===== src/rtl/rv_go_lsu_pkg.sv =====
// Shared types and constants for the rv_go_lsu load/store unit.
package rv_go_lsu_pkg;

   typedef enum logic [1:0] {
      IDLE = 2'd0,
      REQ  = 2'd1,
      RESP = 2'd2,
      DONE = 2'd3
   } state_t;

   localparam logic [1:0] SZ_B = 2'b00;
   localparam logic [1:0] SZ_H = 2'b01;
   localparam logic [1:0] SZ_W = 2'b10;

   // funct3 bit that selects zero-extension on loads
   localparam int OP_UNSIGNED_BIT = 2;

endpackage


===== src/rtl/rv_go_lsu_if.sv =====
// Valid/ready data-memory bus between the LSU (master) and the memory (slave).
interface rv_go_lsu_if #(
   parameter int AW = 32,
   parameter int DW = 32
);
   logic          valid;
   logic          ready;
   logic          we;
   logic [AW-1:0] addr;
   logic [3:0]    be;
   logic [DW-1:0] wdata;
   logic          rvalid;
   logic [DW-1:0] rdata;

   modport master (output valid, we, addr, be, wdata, input ready, rvalid, rdata);
   modport slave  (input valid, we, addr, be, wdata, output ready, rvalid, rdata);
endinterface


===== src/rtl/rv_go_lsu_align.sv =====
// Byte-lane logic: enables, store replication, load extraction/extension, misalignment.
// RV_GO_LSU_MISALIGN_CHECK_EN enables misalignment detection; otherwise misalign is 0.
module rv_go_lsu_align
   import rv_go_lsu_pkg::*;
(
   input  logic [2:0]  op,
   input  logic [1:0]  addr_lo,
   input  logic [31:0] wdata,
   input  logic [31:0] rdata,
   output logic [3:0]  be,
   output logic [31:0] wdata_lane,
   output logic [31:0] rdata_ext,
   output logic        misalign
);

   logic [7:0]  lb;
   logic [15:0] lh;
   logic        uns;

   always_comb begin
      be         = 4'b1111;
      wdata_lane = wdata;
      rdata_ext  = rdata;
      misalign   = 1'b0;
      uns        = op[OP_UNSIGNED_BIT];
      lb         = rdata[{addr_lo, 3'b000} +: 8];
      // halves always pick a lane by addr[1], so an unchecked odd half still lands on a lane
      lh         = addr_lo[1] ? rdata[31:16] : rdata[15:0];
      case (op[1:0])
         SZ_B: begin
            be         = 4'b0001 << addr_lo;
            wdata_lane = {4{wdata[7:0]}};
            rdata_ext  = uns ? {24'd0, lb} : {{24{lb[7]}}, lb};
         end
         SZ_H: begin
            be         = 4'b0011 << {addr_lo[1], 1'b0};
            wdata_lane = {2{wdata[15:0]}};
            rdata_ext  = uns ? {16'd0, lh} : {{16{lh[15]}}, lh};
`ifdef RV_GO_LSU_MISALIGN_CHECK_EN
            misalign   = addr_lo[0];
`endif
         end
         default: begin
`ifdef RV_GO_LSU_MISALIGN_CHECK_EN
            misalign   = |addr_lo;
`endif
         end
      endcase
   end

endmodule


===== src/rtl/rv_go_lsu.sv =====
// Load/store unit: captures one request per instruction and runs the bus handshake.
// RV_GO_LSU_MISALIGN_CHECK_EN (see rv_go_lsu_align) short-circuits misaligned accesses to DONE.
module rv_go_lsu
   import rv_go_lsu_pkg::*;
#(
   parameter int AW = 32,
   parameter int DW = 32
) (
   input  logic          clk,
   input  logic          rst,
   input  logic          req_i,
   input  logic          we_i,
   input  logic [2:0]    op_i,
   input  logic [AW-1:0] addr_i,
   input  logic [DW-1:0] wdata_i,
   output logic [DW-1:0] rdata_o,
   output logic          stall_o,
   output logic          misalign_o,
   rv_go_lsu_if.master   bus
);

   // state | meaning
   // IDLE  | waiting for req_i; captures the request
   // REQ   | bus_valid high until the bus accepts
   // RESP  | load accepted, waiting for read data
   // DONE  | one-cycle completion; core advances on the edge that ends it

   state_t        state_q, state_n;
   logic [AW-1:0] addr_q;
   logic [2:0]    op_q;
   logic          we_q;
   logic [DW-1:0] wdata_q;
   logic [DW-1:0] rdata_q;
   logic          mis_q;

   logic [2:0]    op_sel;
   logic [1:0]    addr_lo_sel;
   logic [3:0]    be;
   logic [31:0]   wdata_lane;
   logic [31:0]   rdata_ext;
   logic          mis;

   // in IDLE the misalign check must see the incoming request, not the stale capture
   assign op_sel      = (state_q == IDLE) ? op_i : op_q;
   assign addr_lo_sel = (state_q == IDLE) ? addr_i[1:0] : addr_q[1:0];

   rv_go_lsu_align u_align (
      .op         (op_sel),
      .addr_lo    (addr_lo_sel),
      .wdata      (wdata_q),
      .rdata      (bus.rdata),
      .be         (be),
      .wdata_lane (wdata_lane),
      .rdata_ext  (rdata_ext),
      .misalign   (mis)
   );

   always_ff @(posedge clk or negedge rst) begin
      if (!rst) state_q <= IDLE;
      else      state_q <= state_n;
   end

   always_comb begin
      state_n = state_q;
      case (state_q)
         IDLE:    if (req_i) state_n = mis ? DONE : REQ;
         REQ:     if (bus.ready) state_n = we_q ? DONE : RESP;
         RESP:    if (bus.rvalid) state_n = DONE;
         DONE:    state_n = IDLE;
         default: state_n = IDLE;
      endcase
   end

   always_ff @(posedge clk or negedge rst) begin
      if (!rst) begin
         addr_q  <= '0;
         op_q    <= '0;
         we_q    <= 1'b0;
         wdata_q <= '0;
         rdata_q <= '0;
         mis_q   <= 1'b0;
      end else begin
         if (state_q == IDLE && req_i) begin
            addr_q  <= addr_i;
            op_q    <= op_i;
            we_q    <= we_i;
            wdata_q <= wdata_i;
            mis_q   <= mis;
            rdata_q <= '0;
         end
         if (state_q == RESP && bus.rvalid) rdata_q <= rdata_ext;
      end
   end

   assign bus.valid  = (state_q == REQ);
   assign bus.we     = (state_q == REQ) & we_q;
   assign bus.addr   = {addr_q[AW-1:2], 2'b00};
   assign bus.be     = (state_q == REQ) ? be : 4'b0000;
   assign bus.wdata  = (state_q == REQ) ? wdata_lane : '0;

   assign rdata_o    = rdata_q;
   assign stall_o    = req_i & (state_q != DONE);
   assign misalign_o = (state_q == DONE) & mis_q;

endmodule


===== src/flat_wrapper.sv =====
// flat-port wrapper written by rule: the top's interface ports become plain ports
module rv_go_lsu_flat import rv_go_lsu_pkg::*;
#(
   parameter int AW = 32,
   parameter int DW = 32
)
  (clk, rst, req_i, we_i, op_i, addr_i, wdata_i, rdata_o, stall_o, misalign_o, bus_valid, bus_we, bus_addr, bus_be, bus_wdata, bus_ready, bus_rvalid, bus_rdata);
  rv_go_lsu_if #(.AW(AW), .DW(DW)) bus_i ();
  input  logic clk;
  input  logic rst;
  input  logic req_i;
  input  logic we_i;
  input  logic [2:0] op_i;
  input  logic [AW-1:0] addr_i;
  input  logic [DW-1:0] wdata_i;
  output logic [DW-1:0] rdata_o;
  output logic stall_o;
  output logic misalign_o;
  output wire logic [$bits(bus_i.valid)-1:0] bus_valid;
  output wire logic [$bits(bus_i.we)-1:0] bus_we;
  output wire logic [$bits(bus_i.addr)-1:0] bus_addr;
  output wire logic [$bits(bus_i.be)-1:0] bus_be;
  output wire logic [$bits(bus_i.wdata)-1:0] bus_wdata;
  input wire logic [$bits(bus_i.ready)-1:0] bus_ready;
  input wire logic [$bits(bus_i.rvalid)-1:0] bus_rvalid;
  input wire logic [$bits(bus_i.rdata)-1:0] bus_rdata;
  assign bus_valid = bus_i.valid;
  assign bus_we = bus_i.we;
  assign bus_addr = bus_i.addr;
  assign bus_be = bus_i.be;
  assign bus_wdata = bus_i.wdata;
  assign bus_i.ready = bus_ready;
  assign bus_i.rvalid = bus_rvalid;
  assign bus_i.rdata = bus_rdata;
  rv_go_lsu #(.AW(AW), .DW(DW)) u_core (.clk(clk), .rst(rst), .req_i(req_i), .we_i(we_i), .op_i(op_i), .addr_i(addr_i), .wdata_i(wdata_i), .rdata_o(rdata_o), .stall_o(stall_o), .misalign_o(misalign_o), .bus(bus_i));
endmodule

===== config.mk =====
export PLATFORM = sky130hd
export DESIGN_NAME = rv_go_lsu_flat
export DESIGN_NICKNAME = d
export VERILOG_FILES = /design/src/rtl/rv_go_lsu_pkg.sv /design/src/rtl/rv_go_lsu_if.sv /design/src/rtl/rv_go_lsu_align.sv /design/src/rtl/rv_go_lsu.sv /design/src/flat_wrapper.sv
export SDC_FILE = /design/constraint.sdc
export NUM_CORES = 1
export LEC_CHECK = 0
export BUFFER_PORTS_ARGS = -buffer_cell sky130_fd_sc_hd__buf_2
export CAP_MARGIN = 5
export CORE_ASPECT_RATIO = 0.7
export CORE_MARGIN = 5
export CORE_UTILIZATION = 35
export CTS_BUF_LIST = sky130_fd_sc_hd__clkbuf_8
export DETAILED_ROUTE_END_ITERATION = 8
export GPL_ROUTABILITY_DRIVEN = 0
export SKIP_CTS_REPAIR_TIMING = 1
export SLEW_MARGIN = 20
export SYNTH_ARGS = -nofsm -noshare
export SYNTH_HDL_FRONTEND = slang
export SYNTH_SLANG_ARGS = --single-unit

===== constraint.sdc =====
create_clock -name clk -period 4.8 [get_ports clk]
set_input_delay 0.72 -clock clk [delete_from_list [all_inputs] [get_ports clk]]
set_output_delay 0.72 -clock clk [all_outputs]
set_load 0.01 [all_outputs]

==> impl_summary.txt, run 1 <==
----------------------------------------------------
[Run status]
  Outcome ... finished, final reports clean

[Power and ir drop]
  Comb pwr share ... 0.534
  Switching share of power ... 0.423
  Clk network pwr share ... 0.126
  Relative contribution of sequential cells to total power ... 0.339
  Switching power total ... 1.93 mW
  Internal power ... 2.63 mW
  Cell leakage power ... 3.36 nW
  Worst ir drop on vdd ... 0.000310 V
  Pwr Density ... 695 nW/um^2

[Timing]
  Final Hold Vio Count ... 0
  RSZ-0062 raised after global routing ... no
  Final number of setup-violating endpoints ... 0
  Worst-case headroom to the max-slew limit ... 0.365
  Least-Margin Pin Slew ... 952 ps
  Clock Skews ... 7.62 ps
  WHS ... 416 ps
  Final period demand of the worst path ... 3440 ps
  Maximum frequency from static timing analysis ... 0.290 GHz
  Final number of max-transition violations ... 0
  Post-route clock period utilization ... 0.717
  Sum of negative setup slack ... 0 ps

[Synthesis]
  Combinational family with the most area after synthesis ... multiplexers
  Yosys warning count ... 0
  Fraction of the mapped netlist area in adder cells ... 0.00936
  Post-Syn Area ... 5350 sq um
  Synthesized-area fraction occupied by and/or/nand/nor cells ... 0.0904
  Number of flops mapped to enable cells by yosys ... 0
  Synthesized-area fraction occupied by xor and xnor cells ... 0
  Cell variety after synth ... 34
  Share of synthesized area occupied by flip-flops and latches ... 0.478
  Synth Area in Compound Gates ... 0.136
  Mapped Avg Cell Area ... 10.5 sq um
  Most instantiated flip-flop cell in the synthesis netlist ... sky130_fd_sc_hd__dfrtp_1
  Syn Inst Count ... 509
  Mux share of post-synthesis cell area ... 0.207
  Seq cells post-synth ... 102
  Proportion of register bits with asynchronous set or reset after synthesis ... 1.00

[Drt]
  Drt via density ... 5.00
  Initial DRC count ... 237
  DR WL/cell ... 17.9 um
  Detailed-route DRC error count ... 0
  Antenna Nets Post-Route ... 0
  Vias post-DR ... 4357
  TritonRoute pass-1 iters ... 4
  Routed wire length ... 15.6 mm

[Global route]
  Antenna violations before repair ... 1
  Grt total ovfl ... 0
  Largest net degree at the start of global routing ... 70
  First-pass GRT wire length ... 24.3 mm
  Global Route Usage Sum ... 0.172
  Number of global-route vias before repair ... 4553

[Worst hold path]
  Class of the tightest hold or removal check ... in2async

[Critical path]
  Worst-path cell with the longest stage delay ... sky130_fd_sc_hd__mux2i_1
  Required arrival time at the worst endpoint ... 4080 ps
  Delay of the slowest cell on the worst path ... 610 ps
  Cell repeated most along the worst path ... sky130_fd_sc_hd__nor2_1
  Critical setup path kind ... reg2out
  Crit. End Element ... output pin
  Critical path depth in cells ... 7
  Cell type group with the largest total delay on the critical path ... multiplexers
  Number of buffers and inverters on the critical path ... 3
  Startpoint kind of the worst setup timing path ... flop
  Critical path cell sequence ... inv_1 > ha_1 > buf_4 > mux2i_1 > nor2_1 > nor2_1 > buf_2
  Critical path fanouts, max ... 21
  Worst path arrival time ... 2720 ps
  Cell depth of the worst flop-to-flop path ... 9

[Finish]
  Area of the multi-input gates ... 2420 sq um
  Filler Cells Inserted ... 1498
  Ratio of cells with drive above 1 in the final layout ... 0.454
  Register area ... 2550 sq um
  Number of antenna diodes ... 0
  Util after Layout ... 0.442
  Area growth from synthesis to layout ... 22.6%
  Commonest cells after routing, fill and taps aside ... sky130_fd_sc_hd__buf_2 (204), sky130_fd_sc_hd__dfrtp_1 (102), sky130_fd_sc_hd__mux2_2 (70), sky130_fd_sc_hd__nand2_1 (60)
  Number of nets in the final layout ... 780
  Leading cell type in the layout, fill and taps excluded ... sky130_fd_sc_hd__buf_2

[Clock network]
  TritonCTS sink count ... 102
  Clock input transition at the sequential cells of the worst setup and hold paths ... 100 ps
  Number of buffers created by CTS ... 9
  Clock latency on the worst-skew pair ... 370 ps
  H-tree depth reported by CTS ... 3
  Bufs on Longest Clock Path ... 2
  CTS tree ... built
  Buffer cell driving the clock tree root ... sky130_fd_sc_hd__clkbuf_8

[Job]
  Max-cap violations ... 0

[Floorplan]
  Die W ... 158 um
  Number of I/O pins ... 209
  Chip height ... 113 um
  Effective utilization at floorplan ... 0.361
  DIE AREA ... 17900 sq um
  Core area ... 14800 sq um
  Site row count ... 37

[Placement]
  Count of buffers inserted at the top-level ports ... 205
  Post-DP HPWL ... 11.7 mm

----------------------------------------------------
-- final timing paths --
path	startpoint	to	slack (ps)
worst min register to register	u_core.rdata_o[0]$_DFFE_PN0P_	u_core.rdata_o[0]$_DFFE_PN0P_	480
worst max-delay path	u_core.state_q[0]$_DFFE_PN0P_	bus_be[0]	1360
min in group clk	u_core.rdata_o[0]$_DFFE_PN0P_	u_core.rdata_o[0]$_DFFE_PN0P_	480
max in group asynchronous	rst	u_core.wdata_q[23]$_DFFE_PN0P_	3300
worst max register to register	u_core.state_q[0]$_DFFE_PN0P_	u_core.rdata_o[29]$_DFFE_PN0P_	1920
worst min-delay path	rst	u_core.addr_q[18]$_DFFE_PN0P_	420
-- cells in the mapped netlist (all sizes together) (4+ instances only) --
library cell	n	area, sq um
o211a	8	80.1
ha	4	50.1
dfrtp	102	2550
nor2b	10	62.6
a21boi	8	60.1
o2bb2ai	7	61.3
inv	8	30.0
and2	10	62.6
buf	49	340
nand2	61	229
mux2i	30	317
mux2	70	788
o21ai	42	210
clkbuf	14	52.6
a21oi	46	241
nor2	25	93.8
-- per-stage QoR --
step                      std cells  cell area (sq um)  total power [mW]  worst slack [ps]
after CTS                       870               6520              4.58              1130
after floorplan                 511               5350              3.28              2040
final                           871               6560              4.55              1360
after detailed placement        854               6310              3.98              1550
after global routing            871               6560              4.94              1150
after global placement          854               6300              3.91              1630
-- cells by family (layout without fill, tap and decap cells) --
kind of cell | after synthesis | count (layout)
AO/OA/AOI/OAI | 119 | 119
adder cells (fa/ha/maj) | 4 | 4
other | 1 | 3
multiplexers | 100 | 100
buffers and inverters | 71 | 236
AND/OR/NAND/NOR | 112 | 112
flip-flops | 102 | 102
-- power by group through the flow --
stage / logic [mW] / clock network (mW) / registers (mW)
after floorplan: 1.75 / 0 / 1.53
after global placement: 2.36 / 0 / 1.54
after detailed placement: 2.42 / 0 / 1.56
after CTS: 2.43 / 0.610 / 1.54
after global routing: 2.70 / 0.640 / 1.60
final: 2.43 / 0.575 / 1.54
-- final cells by class --
class / count / area share
multi-input cells: 338 / 0.369
repair buffers: 212 / 0.168
clock inverters: 5 / 0.00897
clock buffers: 11 / 0.0231
inverters: 8 / 0.00458
well taps: 195 / 0.0372
flip-flops and latches: 102 / 0.389
-- sequential cells by signal (all words and copies together), names as in the netlist --
register	count
u_core.op_q	3
u_core.addr_q	32
u_core.state_q	2
u_core.wdata_q	32
u_core.we_q	1
u_core.rdata_o	32
-- metal layers --
layer / vias up / track usage / part of all wire / wire length (um)
li1: 2048 / - / - / -
met1: 2095 / 0.229 / 0.43 / 6710
met2: 188 / 0.271 / 0.45 / 7030
met3: 24 / 0.0607 / 0.11 / 1650
met4: 2 / 0.0390 / 0.015 / 230
met5: - / 0 / 0.00070 / 11
No activity file was read; power rests on OpenSTA's default activity.
==> inputs of run 2 (changes only) <==
==> constraint.sdc (replaced) <==
create_clock -name clk -period 3.3 [get_ports clk]
set_input_delay 0.495 -clock clk [delete_from_list [all_inputs] [get_ports clk]]
set_output_delay 0.495 -clock clk [all_outputs]
set_load 0.01 [all_outputs]
==> run 2 against run 1 <==
Net effect:
- sequential share of layout area about the same
- die area is the same
- final cell count rose by 0.46%
- critical path type unchanged
- largest cell class unchanged
- largest power group unchanged
==> impl_summary.txt, run 2 (synthesis gave the netlist of run 1 again) <==
----------------------------------------------------
[Critical path]
  Critical setup path kind ... reg2out
  Worst path arrival time ... 2590 ps (-130 ps)
  Number of buffers and inverters on the critical path ... 4 (+1)
  Required arrival time at the worst endpoint ... 2800 ps (-1280 ps)
  Worst reg2reg setup slack ... 560 ps (-1360 ps)
  FF-to-FF Start ... u_core.state_q[0]$_DFFE_PN0P_
  Delay of the slowest cell on the worst path ... 440 ps (-170 ps)
  Startpoint kind of the worst setup timing path ... flop
  Worst-path cell with the longest stage delay ... sky130_fd_sc_hd__dfrtp_1
  Critical path fanouts, max ... 34 (+62%)
  Cell depth of the worst flop-to-flop path ... 7 (-2)
  Cell type group with the largest total delay on the critical path ... buffers and inverters
  Capture point of the worst reg-to-reg path ... u_core.rdata_o[28]$_DFFE_PN0P_
  Critical path cell sequence ... inv_1 > ha_2 > buf_4 > mux2i_4 > buf_12 > o21ai_0 > and2_1 > buf_2
  Crit. End Element ... output pin

[Drt]
  DR WL/cell ... 18.0 um (+0.35%)
  Routed wire length ... 15.8 mm (+0.81%)
  Detailed-route DRC error count ... 0 (unchanged)
  Drt via density ... 5.06 (+1.2%)
  TritonRoute pass-1 iters ... 4 (unchanged)
  Initial DRC count ... 238 (+0.42%)
  Vias post-DR ... 4429 (+1.7%)
  Antenna Nets Post-Route ... 0 (unchanged)

[Clock network]
  CTS tree ... built
  Buffer cell driving the clock tree root ... sky130_fd_sc_hd__clkbuf_8
  H-tree depth reported by CTS ... 3 (unchanged)
  Clock input transition at the sequential cells of the worst setup and hold paths ... 90 ps (about the same)
  Clock latency on the worst-skew pair ... 370 ps (about the same)
  Bufs on Longest Clock Path ... 2 (unchanged)
  TritonCTS sink count ... 102 (unchanged)
  Number of buffers created by CTS ... 9 (unchanged)

[Timing]
  Final period demand of the worst path ... 3080 ps
  Final number of max-transition violations ... 0 (unchanged)
  Worst-case headroom to the max-slew limit ... 0.365 (about the same)
  Final number of setup-violating endpoints ... 0 (unchanged)
  Smallest setup slack after layout ... 219 ps (-1140 ps)
  RSZ-0062 raised after global routing ... no
  Clock Skews ... 18.2 ps (+10.5 ps)
  Post-route clock period utilization ... 0.934
  Maximum frequency from static timing analysis ... 0.325 GHz
  Final Hold Vio Count ... 0 (unchanged)
  Sum of negative setup slack ... 0 ps (unchanged)
  Least-Margin Pin Slew ... 952 ps (+0.340 ps)

[Floorplan]
  Effective utilization at floorplan ... 0.361 (unchanged)
  Site row count ... 37 (unchanged)
  Die W ... 158 um (unchanged)
  Number of I/O pins ... 209 (unchanged)
  Chip height ... 113 um (unchanged)
  DIE AREA ... 17900 sq um (unchanged)
  Core area ... 14800 sq um (unchanged)

[Finish]
  Commonest cells after routing, fill and taps aside ... sky130_fd_sc_hd__buf_2 (204), sky130_fd_sc_hd__dfrtp_1 (102), sky130_fd_sc_hd__mux2_2 (70), sky130_fd_sc_hd__nand2_1 (60), sky130_fd_sc_hd__a21oi_1 (43)
  Ratio of cells with drive above 1 in the final layout ... 0.457 (+0.00321)
  Leading cell type in the layout, fill and taps excluded ... sky130_fd_sc_hd__buf_2
  Number of antenna diodes ... 0 (unchanged)
  Area growth from synthesis to layout ... 22.6% (about the same)
  Filler Cells Inserted ... 1454 (-2.9%)
  Number of nets in the final layout ... 784 (+0.51%)

[Run status]
  Outcome ... finished, final reports clean

[Global route]
  Number of global-route vias before repair ... 4703 (+3.3%)
  Grt total ovfl ... 0 (unchanged)
  Antenna violations before repair ... 1 (unchanged)
  Largest net degree at the start of global routing ... 70 (unchanged)
  First-pass GRT wire length ... 24.7 mm (+1.6%)
  Global Route Usage Sum ... 0.173 (+0.00120)

[Placement]
  Post-DP HPWL ... 11.9 mm (+1.5%)
  Count of buffers inserted at the top-level ports ... 205 (unchanged)
  DP Worst Slack ... 414 ps (-1140 ps)

[Power and ir drop]
  Pwr Density ... 1000 nW/um^2 (+45%)
  Worst ir drop on vdd ... 0.000465 V (+50%)
  Cell leakage power ... 3.37 nW (+0.29%)

[Worst hold path]
  Class of the tightest hold or removal check ... in2async

[Job]
  Max-cap violations ... 0 (unchanged)

----------------------------------------------------
run 2: cell count changes in the layout (fill, tap and decap cells not counted), sizes merged:
cell / change
clkbuf: -1
clkinvlp: -1
bufinv: -1
buf: +4
inv: +3
run 2: stage by stage:
step | hold slack [ps] | utilization | power [mW] | cells | area [sq um]
after CTS | 153 | 0.442 | 6.66 | 875 | 6550
final | 145 | 0.442 | 6.58 | 875 | 6550
after floorplan | 199 | - | 4.77 | 511 | 5350
after global placement | 461 | 0.430 | 5.76 | 859 | 6370
after detailed placement | 469 | 0.430 | 5.88 | 859 | 6370
after global routing | 175 | 0.442 | 7.11 | 875 | 6550
run 2: worst max-delay path by stage:
stage               cells after the start  slack (ps)                           from                              to
global placement                        8         530  u_core.state_q[0]$_DFFE_PN0P_                       bus_be[2]
CTS                                     8          10  u_core.state_q[0]$_DFFE_PN0P_                       bus_be[2]
global route                            8          50  u_core.state_q[0]$_DFFE_PN0P_                       bus_be[2]
floorplan                               8         770  u_core.state_q[0]$_DFFE_PN0P_                   bus_wdata[29]
detailed placement                      7         410  u_core.state_q[0]$_DFFE_PN0P_  u_core.rdata_o[28]$_DFFE_PN0P_
finish                                  8         220  u_core.state_q[0]$_DFFE_PN0P_                       bus_be[2]
run 2: cell type report:
type	instances	area, sq um	area share
clock inverters	6	43.8	0.00668
inverters	8	30.0	0.00458
clock buffers	10	138	0.0210
multi-input cells	338	2410	0.367
well taps	195	244	0.0372
repair buffers	216	1140	0.173
flip-flops and latches	102	2550	0.390
run 2: power by group:
part	switching (mW)	total, mW	internal [mW]
Combinational	1.99	3.58	1.60
Sequential	0.394	2.24	1.85
Clock	0.453	0.754	0.301
run 2: layer usage:
metal | GRT usage | vias to the layer above | share of wire
met3 | 0.0592 | 18 | 0.10
li1 | - | 2058 | -
met4 | 0.0407 | 2 | 0.015
met1 | 0.233 | 2163 | 0.43
met2 | 0.271 | 188 | 0.45
met5 | 0 | - | 0.00083
run 2: worst reg2reg max path: stages, from the launching register on:
cell,delay (ps)
sky130_fd_sc_hd__dfrtp_1,440
sky130_fd_sc_hd__inv_1,120
sky130_fd_sc_hd__ha_2,360
sky130_fd_sc_hd__mux2i_1,540
sky130_fd_sc_hd__mux2i_1,400
sky130_fd_sc_hd__mux2i_4,180
sky130_fd_sc_hd__a21oi_4,460
sky130_fd_sc_hd__nor2_1,120
